--- src/rtl/trans_drain.sv ---
// trans_drain: round-robin drain of four upstream queues into one egress FIFO, with per-channel delivery counters.
// Latency: pop in IDLE, word captured in WAIT (peak one word per 2 cycles); buffer head reaches data_out with no added latency.
// Backpressure: ready_in=0 holds data_out/dest; no pop is issued once occupancy exceeds BUF_DEPTH-2, so the in-flight word always has a slot.
//
// Ports:
//   clk, reset_L                  clock, synchronous active-low reset
//   data_in0..3, valid0..3        upstream words; valid arrives the cycle after the matching pop
//   fifo_empty0..3, pop0..3       upstream empty flags and single-cycle read strobes
//   data_out, dest, valid_out     egress head word, its source channel, and its valid
//   ready_in                      downstream accept (a word is accepted when valid_out && ready_in)
//   req, idx, cnt_out, cnt_valid  counter read: registered reply one cycle after req
//   err                           sticky class-mismatch flag
// Optional feature: define TRANS_DRAIN_CLASS_CHECK_EN to drop words whose top two bits differ
// from their source channel and raise err; otherwise err is tied to 0.
module trans_drain #(
    parameter int DATA_SIZE = 12,
    parameter int BUF_DEPTH = 4
) (
    input  logic                 clk,
    input  logic                 reset_L,
    input  logic [DATA_SIZE-1:0] data_in0,
    input  logic [DATA_SIZE-1:0] data_in1,
    input  logic [DATA_SIZE-1:0] data_in2,
    input  logic [DATA_SIZE-1:0] data_in3,
    input  logic                 valid0,
    input  logic                 valid1,
    input  logic                 valid2,
    input  logic                 valid3,
    input  logic                 fifo_empty0,
    input  logic                 fifo_empty1,
    input  logic                 fifo_empty2,
    input  logic                 fifo_empty3,
    output logic                 pop0,
    output logic                 pop1,
    output logic                 pop2,
    output logic                 pop3,
    output logic [DATA_SIZE-1:0] data_out,
    output logic [1:0]           dest,
    output logic                 valid_out,
    input  logic                 ready_in,
    input  logic                 req,
    input  logic [1:0]           idx,
    output logic [4:0]           cnt_out,
    output logic                 cnt_valid,
    output logic                 err
);
    localparam int PW = $clog2(BUF_DEPTH);
    localparam int OW = PW + 1;

    typedef enum logic {IDLE, WAIT} state_t;

    typedef struct packed {
        logic [1:0]           ch;
        logic [DATA_SIZE-1:0] word;
    } entry_t;

    state_t               state, state_nxt;
    logic [1:0]           rr, rr_nxt;
    logic [1:0]           sel, sel_nxt;
    logic [1:0]           pick, cand;
    logic                 found;
    logic                 admit;
    logic                 armed;
    logic [3:0]           empty_vec;
    logic [3:0]           valid_vec;
    logic [3:0]           pop_vec;
    logic [DATA_SIZE-1:0] din [4];
    logic [DATA_SIZE-1:0] sel_word;
    logic                 sel_valid;
    logic                 class_ok;
    logic                 wr_en;
    logic                 accept;
    entry_t               mem [BUF_DEPTH];
    entry_t               head;
    logic [PW-1:0]        wr_ptr, rd_ptr;
    logic [OW-1:0]        occ;
    logic [4:0]           cnt [4];

    assign empty_vec = {fifo_empty3, fifo_empty2, fifo_empty1, fifo_empty0};
    assign valid_vec = {valid3, valid2, valid1, valid0};
    assign din[0]    = data_in0;
    assign din[1]    = data_in1;
    assign din[2]    = data_in2;
    assign din[3]    = data_in3;

    // sel is latched at pop time, so in WAIT it names the channel whose word is arriving.
    assign sel_word  = din[sel];
    assign sel_valid = valid_vec[sel];

    // First non-empty channel scanning upward from rr, wrapping modulo 4.
    always_comb begin : rr_pick
        found = 1'b0;
        pick  = rr;
        cand  = rr;
        for (int k = 0; k < 4; k++) begin
            cand = rr + 2'(k);
            if (!found && !empty_vec[cand]) begin
                found = 1'b1;
                pick  = cand;
            end
        end
    end

    // Admitting only at occupancy <= BUF_DEPTH-2 leaves a free slot for the word
    // that lands during WAIT even if nothing drains meanwhile. armed suppresses a
    // pop in the first cycle after reset release.
    assign admit = armed && found && (occ <= OW'(BUF_DEPTH - 2));

`ifdef TRANS_DRAIN_CLASS_CHECK_EN
    assign class_ok = (sel_word[DATA_SIZE-1 -: 2] == sel);
`else
    assign class_ok = 1'b1;
`endif

    always_comb begin : fsm_next
        state_nxt = state;
        rr_nxt    = rr;
        sel_nxt   = sel;
        pop_vec   = 4'b0000;
        wr_en     = 1'b0;
        case (state)
            IDLE: begin
                if (admit) begin
                    pop_vec[pick] = 1'b1;
                    sel_nxt       = pick;
                    rr_nxt        = pick + 2'd1;
                    state_nxt     = WAIT;
                end
            end
            WAIT: begin
                state_nxt = IDLE;
                if (sel_valid && class_ok) begin
                    wr_en = 1'b1;
                end
            end
            default: state_nxt = IDLE;
        endcase
    end

    // Pops are combinational from state; gating with reset_L keeps them low while reset is held.
    assign pop0 = pop_vec[0] & reset_L;
    assign pop1 = pop_vec[1] & reset_L;
    assign pop2 = pop_vec[2] & reset_L;
    assign pop3 = pop_vec[3] & reset_L;

    // Egress: head entry shown directly; zeroed when empty so reset leaves clean outputs.
    assign head      = mem[rd_ptr];
    assign valid_out = (occ != '0);
    assign data_out  = valid_out ? head.word : '0;
    assign dest      = valid_out ? head.ch : 2'd0;
    assign accept    = valid_out & ready_in;

    always_ff @(posedge clk) begin : ctrl_regs
        if (!reset_L) begin
            state     <= IDLE;
            rr        <= 2'd0;
            sel       <= 2'd0;
            armed     <= 1'b0;
            wr_ptr    <= '0;
            rd_ptr    <= '0;
            occ       <= '0;
            cnt_out   <= 5'd0;
            cnt_valid <= 1'b0;
            for (int c = 0; c < 4; c++) begin
                cnt[c] <= 5'd0;
            end
        end else begin
            state <= state_nxt;
            rr    <= rr_nxt;
            sel   <= sel_nxt;
            armed <= 1'b1;
            if (wr_en) begin
                wr_ptr <= wr_ptr + PW'(1);
            end
            if (accept) begin
                rd_ptr        <= rd_ptr + PW'(1);
                cnt[head.ch]  <= cnt[head.ch] + 5'd1;
            end
            // Simultaneous write and accept cancel out.
            occ <= occ + OW'(wr_en) - OW'(accept);
            // Counter read returns the value before any accept in the same cycle.
            cnt_valid <= req;
            cnt_out   <= req ? cnt[idx] : 5'd0;
        end
    end

    // Storage has no reset; pointers and occupancy define what is valid.
    always_ff @(posedge clk) begin : buf_write
        if (reset_L && wr_en) begin
            mem[wr_ptr] <= {sel, sel_word};
        end
    end

`ifdef TRANS_DRAIN_CLASS_CHECK_EN
    logic err_q;
    logic err_set;

    assign err_set = (state == WAIT) && sel_valid && !class_ok;

    always_ff @(posedge clk) begin : err_reg
        if (!reset_L) begin
            err_q <= 1'b0;
        end else if (err_set) begin
            err_q <= 1'b1;
        end
    end

    assign err = err_q;
`else
    assign err = 1'b0;
`endif

endmodule

--- config.mk ---
export PLATFORM = sky130hd
export DESIGN_NAME = trans_drain
export DESIGN_NICKNAME = d
export VERILOG_FILES = /design/src/rtl/trans_drain.sv
export SDC_FILE = /design/constraint.sdc
export NUM_CORES = 1
export LEC_CHECK = 0
export BUFFER_PORTS_ARGS = -buffer_cell sky130_fd_sc_hd__buf_2
export CAP_MARGIN = 0
export CORE_AREA = 4 4 95 97
export DETAILED_ROUTE_END_ITERATION = 6
export DIE_AREA = 0 0 99 101
export PLACE_DENSITY_LB_ADDON = 0.08
export REMOVE_ABC_BUFFERS = 1
export SYNTH_ARGS = -nofsm -noshare
export SYNTH_HDL_FRONTEND = slang
export SYNTH_SLANG_ARGS = --single-unit
--- constraint.sdc ---
create_clock -name clk -period 3.4 [get_ports clk]
set_input_delay 0.68 -clock clk [delete_from_list [all_inputs] [get_ports clk]]
set_output_delay 0.68 -clock clk [all_outputs]
set_load 0.01 [all_outputs]
# Word level (Yosys, flattened, before mapping)
# Memories as Yosys holds them, arrays and structs flattened. A register that Yosys moved wholly into a read port is not among the register bits.
# Index checks and enable logic that the tools add are counted.
classes:
  addsub: 9
  n_mul: 0
  div_mod_pow: 0
  order_cmp: 9
  eq_ne: 0
  shift: 0
  n_mux: 42
  n_bitwise: 7
  n_reduce_logical: 17
op_table:
  columns: ["op", "count"]
  rows:
  - ["two-way mux 12 bit", 3]
  - ["binary-select mux 12 bit (select 2 bit)", 1]
  - ["two-way mux 1 bit", 21]
  - ["less-than comparator 2 x 3 -> 1 bit (second input constant)", 6]
  - ["two-way mux 2 bit", 7]
  - ["binary-select mux 1 bit (select 2 bit)", 5]
  - ["adder 2 x 1 -> 2 bit (second input constant)", 4]
  - ["two-way mux 4 bit", 2]
  - ["logical AND 1 bit", 7]
  - ["logical NOT 1 bit", 6]
  - ["adder 5 x 1 -> 5 bit (second input constant)", 1]
  - ["AND 1 bit", 5]
  - ["two-way mux 5 bit", 1]
  - ["OR reduction 5 bit", 1]
  - ["adder 2 bit (second input constant)", 2]
  - ["AND reduction 2 bit", 2]
  - ["adder 3 x 1 -> 3 bit", 1]
  - ["greater-or-equal comparator 3 bit (second input constant)", 1]
  - ["less-or-equal comparator 3 x 2 -> 1 bit (second input constant)", 1]
  - ["NOT 2 -> 3 bit", 1]
  - ["nonzero test 3 bit", 1]
  - ["subtractor 3 x 1 -> 3 bit", 1]
  - ["demux 1 bit (select 2 bit)", 1]
  - ["greater-or-equal comparator 2 x 1 -> 1 bit (second input constant)", 1]
  - ["other kinds (2)", 2]
totals:
  register_bits: 14
  latch_bits: 0
  ram_bits: 76
  mem_bits_ro: 0
  input_bits: 62
  output_inout_bits: 26
  wordCells: 94
  mem_count: 2
memory_table:
  columns: ["memory", "words", "width", "rd", "rd_ports_with_merged_regs", "write_ports", "line", "source"]
  rows:
  - ["mem", 4, 14, 1, 1, 1, "73", "entry_t mem [BUF_DEPTH];"]
  - ["cnt", 4, 5, 2, 1, 4, "77", "logic [4:0] cnt [4];"]

# Longest topological paths before layout
depth:
  ltp_word: 19
  mapped_depth: 10
  mapped_depth_nobuf: 8

# Worst setup path after synthesis
# OpenSTA, ideal clock, no wires.
synth_timing:
  path_kind: "input -> output"
  start: "input fifo_empty0"
  end: "output pop3"
  arrival_ps: 1752
  slack_ps: 968
  cell_stages: 4
  n_path_buf: 0
  path_cell_list: "nand2b_1 o21ai_0 a221oi_1 and3_1"
synth_via:
  elab_chain_len: 18
  elab_cells_between_ends: 33
  cone_classes: "order compare: 2; mux: 19; bitwise: 1; reduce/logical: 11"
synth_lines:
  columns: ["element", "line", "source"]
  rows:
  - ["start: declaration", "29", "input logic fifo_empty0,"]
  - ["binary-select mux 1 bit (select 2 bit)", "97", "if (!found && !empty_vec[cand]) begin"]
  - ["two-way mux 1 bit (implied by the code)", "97", null]
  - ["logical NOT 1 bit", "97", null]
  - ["logical AND 1 bit", "97", null]
  - ["two-way mux 1 bit", "97", null]
  - ["logical NOT 1 bit", "97", null]
  - ["logical AND 1 bit", "97", null]
  - ["two-way mux 1 bit", "97", null]
  - ["(+2 left out)", null, null]
  - ["two-way mux 2 bit", "97", null]
  - ["less-than comparator 2 x 3 -> 1 bit (implied by the code) or greater-or-equal comparator 2 x 1 -> 1 bit (tied branches)", "124", "pop_vec[pick] = 1'b1;"]
  - ["logical AND 1 bit (implied by the code)", "124", null]
  - ["two-way mux 1 bit (implied by the code)", "124", null]
  - ["demux 1 bit (select 2 bit)", "124", null]
  - ["two-way mux 4 bit *", "123", "if (admit) begin"]
  - ["two-way mux 4 bit *", "121", "case (state)"]
  - ["AND 1 bit *", "144", "assign pop3 = pop_vec[3] & reset_L;"]
  - ["end: declaration", "36", "output logic pop3,"]
# Every way passes the cells marked *; elsewhere a longest branch is shown, timed or not. The select of a mux whose other input is x is not followed.

==> out/metrics.csv <==
metric,value,unit
mean area per synthesized cell,15.7,µm²
# Post-CTS Setup Buffers,0,
latest clock arrival within the worst-skew pair,0.36,ns
root buf cell,clkbuf_8,
filler instances,636,
post-synthesis simple-gate area fraction,10.1,%
"Async S/R FF share, synth",0,%
CP required,2.72,ns
FP Rows,33,
crit path launch type,register,
post-layout util,63.6,%
combinational share of power,31.1,%
"Arr. time, crit path",2.03,ns
Worst Hold Class,reg -> reg,
status,"complete, no violations",
gpl congestion,0.798,
Die Span Y,101,µm
core area,0.00813,mm²
leakage power,1.97,nW
PostCTS Resize Cnt,0,
worst relative slew slack,48.4,%
post-route clock period utilization,79.7,%
setup TNS,0,ns
worst-path cell chain,buf_4 > mux4_2 > and2_1 > buf_2,
final setup fails,0,
power share of the sequential group,45.9,%
synth unique cells,42,
Post-Synth XOR/XNOR Area,1.55,%
Post-synth EDFFs,76,
dpl cells,465,
Internal Power,2.21,mW
die area,0.0100,mm²
clock skew,0.00674,ns
VDD IR-drop max,293,µV
GRT Total Usage,18.2,%
largest family of logic cells by synthesized area,multiplexers,
DP HPWL,6010,µm
Power per Cell Area,614,mW/mm²
vias per std cell,5.40,
layout cells sized above 1,39.1,%
most used flip-flop cell after synthesis,edfxtp_1,
"Seq/Total Area, Yosys",60.8,%
Max Fclk,369,MHz
crit path max fanout,10,
Final Hold Fails,0,
vias in the first global route,2723,
first-pass detailed-route iteration total,4,
final non-filler cell total,481,
Slew @ Worst Pin,0.774,ns
CP top delay family,multiplexers,
buffers added on ports,86,
met3 GRT Util,5.19,%
GR met2 Demand/Resource,31.1,%
num ports,88,
max-cap violations,0,
WP buf/inv,2,
largest net degree at the start of global routing,18,
post-layout min period,2.71,ns
CP Capture Type,primary output,
CTS Hold Bufs,0,
Starting Density,54.7,%
DRT antenna net count,0,
Synth Area in Compound Gates,2.48,%
final net count,442,
Overflow after GRT,0,
adder-cell share of the synthesized area,2.70,%
first-pass GRT wire length,13700,µm
Crit Path Class,reg -> out,
yosys warns,0,
WL/cell,17.7,µm
Mapped Cells,283,
switching power,0.968,mW
Crit-path slowest cell,mux4_2,
Switching Fraction,30.5,%
Iter 0 DRT Violations,84,
synthesis-to-finish area growth,16.3,%
Ant. Diodes,0,
critical path's largest stage delay,0.68,ns
Pwr Total,3.18,mW
total wire length,8500,µm
met1 global-route usage,23.5,%
clock slew at reported path FFs,0.09,ns
CTS buffer count,9,
initial antenna violation count,0,
Max clock buf depth,2,
number of clock sinks,97,
Synth Cell Area,0.00445,mm²
htree depth,3,
Die Span X,99,µm
multiplexer share of the synthesized area,19.6,%
layer with the highest usage,met2,
CTS tree,built,
RSZ-0062 raised after global routing,false,
Clk network pwr share,23.0,%
DR vias,2596,
"FF+latch count, synth",97,
# DRC,0,
max-slew violations,0,
[worst paths after layout]
kind	slack (ns)	from	to	cells after the start
max reg2reg	0.74	register	cnt[2][4]	7
min	0.57	wr_ptr[1]	wr_ptr[1]	2
max	0.69	register	dest[0]	4
min reg2reg	0.57	wr_ptr[1]	wr_ptr[1]	2
[final cells by class]
cell class	instances	area [µm²]	area share [%]
inverter	10	37.5	0.726
multi-input combinational	160	1620	31.4
clock buffer	9	124	2.40
tap	105	131	2.54
clock inverter	7	68.8	1.33
timing repair buffer	93	483	9.34
sequential	97	2700	52.3
[kinds of logic after synthesis]
| group | count (synthesis) |
|---|---|
| other cells | 1 |
| compound gates | 16 |
| mux | 43 |
| simple gates | 84 |
| fa+ha+maj | 9 |
| flops | 97 |
| xor+xnor | 7 |
| buf+inv | 26 |
[synthesized netlist by cell type, types with 2 or more instances]
master	instances	area (µm²)
or3_1	2	12.5
mux4_2	34	766
a21oi_1	2	10.0
buf_6	2	22.5
nand4_1	2	12.5
edfxtp_1	76	2280
clkbuf_1	10	37.5
mux2i_1	8	80.1
ha_1	8	100
nand3b_1	2	15.0
a22o_1	2	17.5
buf_4	2	15.0
inv_1	9	33.8
dfxtp_1	21	420
xor2_1	3	26.3
o21ai_0	6	30.0
nand2b_1	2	12.5
and2_1	24	150
nor3b_1	4	30.0
and3_1	5	31.3
xnor2_1	3	26.3
nor2_1	28	105
nand2_1	9	33.8
[placed cells by master (no fill, tap or decap), types with 2 or more instances in the layout]
| cell type | synthesis | layout |
|---|---|---|
| nand3b_1 | 2 | 2 |
| mux2i_1 | 8 | 8 |
| nand2b_1 | 2 | 2 |
| edfxtp_1 | 76 | 76 |
| xor2_1 | 3 | 3 |
| nand2_1 | 9 | 9 |
| clkbuf_8 | 0 | 9 |
| ha_1 | 8 | 8 |
| clkinv_2 | 0 | 2 |
| mux4_2 | 34 | 34 |
| xnor2_1 | 3 | 3 |
| o21ai_0 | 6 | 6 |
| a21oi_1 | 2 | 2 |
| and3_1 | 5 | 5 |
| and2_1 | 24 | 24 |
| buf_2 | 1 | 86 |
| a22o_1 | 2 | 2 |
| buf_4 | 2 | 7 |
| nor2_1 | 28 | 28 |
| nor3b_1 | 4 | 4 |
| dfxtp_1 | 21 | 21 |
| or3_1 | 2 | 2 |
| clkinv_1 | 1 | 2 |
| inv_1 | 9 | 9 |
| nand4_1 | 2 | 2 |
[flip-flops by register name, summed over array words and instances (netlist names), named ones only]
| register | cells |
|---|---|
| state | 1 |
| cnt_valid | 1 |
| wr_ptr | 2 |
| sel | 2 |
| rr | 2 |
| armed | 1 |
| mem | 56 |
| cnt_out | 5 |
| cnt | 20 |
| occ | 3 |
| rd_ptr | 2 |
[metal layers]
metal	vias to the layer above	routed length [µm]
met2	69	4330
met1	1275	3550
met5	-	0
li1	1245	-
met3	7	548
met4	0	72
[worst register-to-register path: stages (launching register included)]
cell	delay, ns
dfxtp_1	0.39
buf_4	0.23
mux4_2	0.68
mux2i_1	0.43
ha_1	0.29
nand3_2	0.10
xor2_2	0.23
nor2_1	0.07
[power by group through the flow]
stage | clock network, mW | registers [mW] | logic, mW
after floorplan | 0 | 1.52 | 0.633
after global placement | 0 | 1.48 | 0.989
after detailed placement | 0 | 1.48 | 1.00
after CTS | 0.745 | 1.46 | 1.01
after global routing | 0.803 | 1.47 | 1.09
final | 0.731 | 1.46 | 0.986
[per-stage QoR]
step	area (µm²)	setup slack [ns]	hold slack [ns]
3_3_place_gp	4980	0.802	0.522
3_5_place_dp	4980	0.737	0.539
6_report	5170	0.692	0.566
5_1_grt	5170	0.551	0.581
2_1_floorplan	4360	0.568	0.485
4_1_cts	5170	0.667	0.570
Note: power is estimated with default switching activity, not from simulation.
